[src/rtl/seg_scan_ctrl.sv]
// Scan controller for a row of common-anode 7-segment digits that share one
// hex decoder. Each digit is lit for SHOW_CYCLES, then all digits are dark for
// GAP_CYCLES to suppress ghosting. New display data goes into a pending buffer
// and is moved into the active buffer only when the scan wraps to digit 0, so
// a frame always shows one consistent word.
module seg_scan_ctrl #(
  parameter int NUM_DIGITS  = 4,
  parameter int SHOW_CYCLES = 50000,
  parameter int GAP_CYCLES  = 500
) (
  input  logic                      clk,
  input  logic                      rst_n,
  input  logic                      enable,
  input  logic                      load,
  input  logic [4*NUM_DIGITS-1:0]   data_in,
  input  logic [NUM_DIGITS-1:0]     blank_in,
  output logic                      ready,
  output logic                      load_ack,
  output logic                      frame_start,
  output logic [3:0]                hex_digit,
  output logic [NUM_DIGITS-1:0]     digit_en
);

  // Counter is sized for the longer of the two phases (at least 1 bit).
  localparam int MAX_PHASE = (SHOW_CYCLES > GAP_CYCLES) ? SHOW_CYCLES : GAP_CYCLES;
  localparam int CNT_W     = $clog2((MAX_PHASE > 2) ? MAX_PHASE : 2);
  localparam int IDX_W     = $clog2(NUM_DIGITS);

  localparam logic [CNT_W-1:0] SHOW_LAST = CNT_W'(SHOW_CYCLES - 1);
  // With no gap the parked/gap state still lasts one cycle so that the first
  // frame after reset or re-enable starts one cycle later.
  localparam logic [CNT_W-1:0] GAP_LAST  = CNT_W'((GAP_CYCLES > 0) ? GAP_CYCLES - 1 : 0);
  localparam logic [IDX_W-1:0] LAST_IDX  = IDX_W'(NUM_DIGITS - 1);

  typedef enum logic {
    SHOW = 1'b0,
    GAP  = 1'b1
  } state_t;

  // Scan state
  state_t                    state_reg,  state_next;
  logic [CNT_W-1:0]          cnt_reg,    cnt_next;
  logic [IDX_W-1:0]          idx_reg,    idx_next;
  logic                      advance;
  logic                      boundary;

  // Display buffers and handshake
  logic [4*NUM_DIGITS-1:0]   act_data_reg,   act_data_next;
  logic [NUM_DIGITS-1:0]     act_blank_reg,  act_blank_next;
  logic [4*NUM_DIGITS-1:0]   pend_data_reg,  pend_data_next;
  logic [NUM_DIGITS-1:0]     pend_blank_reg, pend_blank_next;
  logic                      pend_valid_reg, pend_valid_next;
  logic                      accept;
  logic                      commit;

  // Registered outputs
  logic                      ready_reg;
  logic                      load_ack_reg;
  logic                      frame_start_reg;
  logic [3:0]                hex_digit_reg,  hex_digit_next;
  logic [NUM_DIGITS-1:0]     digit_en_reg,   digit_en_next;

  // Decode helpers for the digit that will be current next cycle
  logic [NUM_DIGITS-1:0]     digit_hit;
  logic [3:0]                hex_sel;
  logic                      blank_sel;

  // Scan sequencing: count through SHOW and GAP, step the digit index, and
  // park in GAP at the last digit whenever the scan is disabled.
  always_comb begin
    state_next = state_reg;
    cnt_next   = cnt_reg + CNT_W'(1);
    idx_next   = idx_reg;
    advance    = 1'b0;
    if (!enable) begin
      state_next = GAP;
      cnt_next   = '0;
      idx_next   = LAST_IDX;
    end else begin
      case (state_reg)
        SHOW: begin
          if (cnt_reg == SHOW_LAST) begin
            cnt_next = '0;
            if (GAP_CYCLES == 0) begin
              advance = 1'b1;
            end else begin
              state_next = GAP;
            end
          end
        end
        default: begin
          if (cnt_reg == GAP_LAST) begin
            cnt_next = '0;
            advance  = 1'b1;
          end
        end
      endcase
      if (advance) begin
        state_next = SHOW;
        idx_next   = (idx_reg == LAST_IDX) ? '0 : idx_reg + IDX_W'(1);
      end
    end
    boundary = advance && (idx_next == '0);
  end

  // Pending/active buffer management: accept into pending when it is empty,
  // move pending to active only at a frame boundary.
  always_comb begin
    accept          = load && !pend_valid_reg;
    commit          = boundary && pend_valid_reg;
    pend_data_next  = pend_data_reg;
    pend_blank_next = pend_blank_reg;
    pend_valid_next = pend_valid_reg;
    act_data_next   = act_data_reg;
    act_blank_next  = act_blank_reg;
    if (accept) begin
      pend_data_next  = data_in;
      pend_blank_next = blank_in;
      pend_valid_next = 1'b1;
    end else if (commit) begin
      act_data_next   = pend_data_reg;
      act_blank_next  = pend_blank_reg;
      pend_valid_next = 1'b0;
    end
  end

  // One-hot select of the next digit, used for both enable and nibble mux.
  genvar gi;
  generate
    for (gi = 0; gi < NUM_DIGITS; gi++) begin : g_digit_hit
      assign digit_hit[gi] = (idx_next == IDX_W'(gi));
    end
  endgenerate

  // Output decode from next-cycle state so the outputs can be registered
  // without adding a cycle of latency.
  always_comb begin
    hex_sel = '0;
    for (int i = 0; i < NUM_DIGITS; i++) begin
      if (digit_hit[i]) begin
        hex_sel = act_data_next[4*i +: 4];
      end
    end
    blank_sel = |(digit_hit & act_blank_next);
    if (state_next == SHOW) begin
      hex_digit_next = hex_sel;
      digit_en_next  = blank_sel ? '1 : ~digit_hit;
    end else begin
      hex_digit_next = hex_digit_reg;
      digit_en_next  = '1;
    end
  end

  // Scan FSM, buffers and registered outputs. Reset darkens the display
  // immediately and drops both buffers.
  always_ff @(posedge clk or negedge rst_n) begin
    if (!rst_n) begin
      state_reg       <= GAP;
      cnt_reg         <= '0;
      idx_reg         <= LAST_IDX;
      act_data_reg    <= '0;
      act_blank_reg   <= '1;
      pend_data_reg   <= '0;
      pend_blank_reg  <= '0;
      pend_valid_reg  <= 1'b0;
      ready_reg       <= 1'b1;
      load_ack_reg    <= 1'b0;
      frame_start_reg <= 1'b0;
      hex_digit_reg   <= '0;
      digit_en_reg    <= '1;
    end else begin
      state_reg       <= state_next;
      cnt_reg         <= cnt_next;
      idx_reg         <= idx_next;
      act_data_reg    <= act_data_next;
      act_blank_reg   <= act_blank_next;
      pend_data_reg   <= pend_data_next;
      pend_blank_reg  <= pend_blank_next;
      pend_valid_reg  <= pend_valid_next;
      ready_reg       <= ~pend_valid_next;
      load_ack_reg    <= commit;
      frame_start_reg <= boundary;
      hex_digit_reg   <= hex_digit_next;
      digit_en_reg    <= digit_en_next;
    end
  end

  assign ready       = ready_reg;
  assign load_ack    = load_ack_reg;
  assign frame_start = frame_start_reg;
  assign hex_digit   = hex_digit_reg;
  assign digit_en    = digit_en_reg;

endmodule

[config.mk]
export PLATFORM = sky130hd
export DESIGN_NAME = seg_scan_ctrl
export DESIGN_NICKNAME = d
export VERILOG_FILES = /design/src/rtl/seg_scan_ctrl.sv
export SDC_FILE = /design/constraint.sdc
export NUM_CORES = 1
export LEC_CHECK = 0
export CORE_MARGIN = 2
export CORE_UTILIZATION = 55
export CTS_CLUSTER_SIZE = 20
export DETAILED_ROUTE_END_ITERATION = 6
export PLACE_DENSITY_LB_ADDON = 0.3
export SLEW_MARGIN = 20
export SYNTH_ARGS = -nofsm -noshare
export SYNTH_HDL_FRONTEND = slang
export SYNTH_SLANG_ARGS = --single-unit
[constraint.sdc]
create_clock -name clk -period 2.8 [get_ports clk]
set_input_delay 0.84 -clock clk [delete_from_list [all_inputs] [get_ports clk]]
set_output_delay 0.84 -clock clk [all_outputs]
set_load 0.05 [all_outputs]
==> results by group <==
Synthesis
  – Yosys cell types: 53
  – EDFF count, synth: 0
  – Synthesized area per cell: 11.9 um2
  – Post-Syn Area: 3180 um2
  – Asr flop ratio synth: 100%
  – Mapped Cells: 267
  – Register area share after synthesis: 56.4%
  – Yosys warnings: 0
  – Seq cells post-synth: 71
  – Synth Flop Type: dfrtp_1
  – Synthesized Nets: 293

Global route
  – Grt total ovfl: 0
  – All-layer global routing usage: 22.0%
  – Initial antenna violation count: 0
  – First-pass GRT wire length: 10,600 um
  – Largest net degree at the start of global routing: 30
  – Vias in the first global route: 2,173

Layout
  – Final nets: 342
  – Share of layout cells above drive strength 1: 26.2%
  – Area Growth Syn to Fin: 21.6%
  – Fillers: 403
  – Multi-input gate area: 1310 um2
  – Register area: 1790 um2
  – Final Util: 69.8%
  – Antenna cells: 0

STA
  – RSZ-0062 raised after global routing: no
  – Fin. max-slew vios: 0
  – Final setup fails: 0
  – Peak Freq: 0.389 GHz
  – Fin crit share: 91.8%
  – Slew of the pin with the lowest slew margin: 0.492 ns
  – Post-layout min period: 2.57 ns
  – Final setup TNS: 0 ns
  – Clock Skew: 0.00936 ns
  – Final hold viol count: 0
  – Headroom to the max-slew limit: 67.1%

Outcome
  – Outcome: complete, no violations

Power
  – VDD IR-drop max: 0.000418 V
  – Clock power frac: 42.5%
  – LEAKAGE: 1.77 nW
  – Internal power: 1.63 mW
  – Comb pwr share: 5.1%
  – Flop pwr share: 52.4%
  – Sw frac: 21.6%
  – NetSw: 447 uW
  – Power density over cell area: 537 nW/um2

Min path
  – Hold WC Path Type: primary input to asynchronous set/reset pin

Floorplan
  – Row count: 27
  – Die ar.: 6400 um2
  – Core Box Area: 5540 um2
  – Top Ports: 35
  – Horiz. Die Dim: 80.0 um
  – Starting density of the core: 57.4%
  – Die Y: 80.0 um

Route
  – DR WL/cell: 16.1 um
  – DRC: 0
  – DRT Wirelength: 6340 um
  – Detailed Route Iter0 Violations: 160
  – Routed Antenna Nets: 0
  – Vias per cell: 5.63
  – Drt first pass iters: 4
  – Vias: 2,213

Critical path
  – Worst path required time: 3.02 ns
  – Crit path DAT: 2.79 ns
  – Setup crit start kind: primary input
  – Reg2Reg Launch Point: idx_reg[0]
  – CP endpoint kind: flip-flop
  – Critical Path Source: enable
  – CP max FO: 13
  – Critical setup path kind: primary input to flip-flop

CTS
  – Max Root-Sink Buffers: 2
  – H-tree levels: 3
  – CTS tree: done
  – CTS Root Cell: clkbuf_8
  – CTS sink count: 71
  – Worst-path clk slew: 0.08 ns
  – CTS Buf Count: 9
  – Worst-Skew Late Latency: 0.34 ns
  – Resized Gates After CTS: 0
  – Cts hold-fix bufs: 0
  – Post-CTS setup buffers: 0

Placement
  – RePlAce Congestion: 0.909
  – Hpwl dp: 4550 um
  – # port buffers: 34

Job
  – Max Cap Violations: 0
power groups by stage:
stage | clock (mW) | combinational (mW) | sequential (mW)
global placement | 0 | 0.105 | 1.10
CTS | 0.892 | 0.110 | 1.09
floorplan | 0 | 0.0449 | 1.10
detailed placement | 0 | 0.110 | 1.11
global route | 0.940 | 0.120 | 1.09
finish | 0.881 | 0.107 | 1.09
per-stage QoR:
step / setup slack (ns) / power (mW) / hold slack, ns / std cells / area [um2]
floorplan: 0.437 / 1.14 / 0.435 / 267 / 3180
global placement: -0.0226 / 1.21 / 0.468 / 377 / 3650
detailed placement: -0.110 / 1.22 / 0.474 / 377 / 3650
CTS: 0.227 / 2.09 / 0.469 / 393 / 3860
global route: 0.128 / 2.15 / 0.492 / 393 / 3860
finish: 0.229 / 2.07 / 0.451 / 393 / 3860
critical path: stages:
cell	delay, ns
clkdlybuf4s50_1	0.49
and3b_1	0.17
and2_0	0.22
nand3_4	0.22
mux2_2	0.36
a222oi_1	0.36
o21ai_1	0.12
worst paths after layout:
kind / end / slack [ns] / cells past startpoint
min: cnt_reg[6] / 0.45 / 1
min in group clk: act_data_reg[7] / 0.49 / 2
max reg2reg: hex_digit[2] / 0.33 / 7
max in group asynchronous: act_blank_reg[2] / 1.56 / 2
max: hex_digit[2] / 0.23 / 7
min reg2reg: act_data_reg[7] / 0.49 / 2
cell usage after synthesis, types with 2 or more instances:
cell type	n	area [um2]
nor2_1	20	75.1
xor2_1	6	52.6
a22oi_1	4	30.0
nand2b_1	2	12.5
nand3_1	11	55.1
xnor2_1	8	70.1
and2_1	4	25.0
o21ai_1	3	15.0
inv_1	6	22.5
buf_2	3	15.0
dfstp_2	12	315
nand2_1	21	78.8
clkbuf_1	2	7.51
mux2i_1	2	20.0
nor2b_1	3	18.8
mux2_2	31	349
o31ai_1	2	15.0
ha_1	2	25.0
nor3_1	2	10.0
o21ai_0	11	55.1
dfrtp_1	59	1480
a21oi_1	5	25.0
inv_2	2	7.51
and3_1	10	62.6
nand4_1	7	43.8
a222oi_1	2	20.0
logic make-up after synthesis:
family | count (synthesis) | share of synthesized area, %
DFF | 71 | 56.4
buffers and inverters | 16 | 2.36
AOI/OAI and AO/OA | 37 | 8.03
xor gates and xnor gates | 14 | 3.86
adders and majority gates | 2 | 0.787
muxes | 34 | 12.1
and+or+nand+nor | 93 | 16.5
placed cells by master (no fill, tap or decap), types with 2 or more instances in the layout:
cell type	synthesis	final
clkinv_2	0	2
inv_1	6	6
dfrtp_1	59	59
xor2_1	6	6
dfstp_2	12	12
o31ai_1	2	2
and3_1	10	10
mux2i_1	2	2
clkdlybuf4s50_1	0	33
clkbuf_8	0	9
nand2_1	21	21
nor3_1	2	2
o21ai_1	3	3
nand2b_1	2	2
nand4_1	7	7
buf_4	1	12
nor2b_1	3	2
a222oi_1	2	2
bufinv_16	0	2
a21oi_1	5	5
nor2_1	20	20
inv_2	2	2
a22oi_1	4	4
nand3_1	11	11
mux2_2	31	31
o21ai_0	11	11
and2_1	4	4
xnor2_1	8	8
ha_1	2	2
layout make-up:
class / instances / area share, %
clock buffer: 10 / 3.30
clock inverter: 6 / 2.23
inverter: 8 / 0.777
multi-input combinational: 180 / 34.0
sequential: 71 / 46.4
tap: 72 / 2.33
timing repair buffer: 46 / 11.0
layer usage:
| metal | global-route usage, % | share of wire, % | up-vias |
|---|---|---|---|
| li1 | - | - | 1050 |
| met1 | 32.2 | 47 | 1093 |
| met2 | 32.6 | 46 | 58 |
| met3 | 3.96 | 4.9 | 12 |
| met4 | 8.81 | 1.7 | 0 |
| met5 | 0 | 0 | - |
Note: power is estimated with default switching activity, not from simulation.
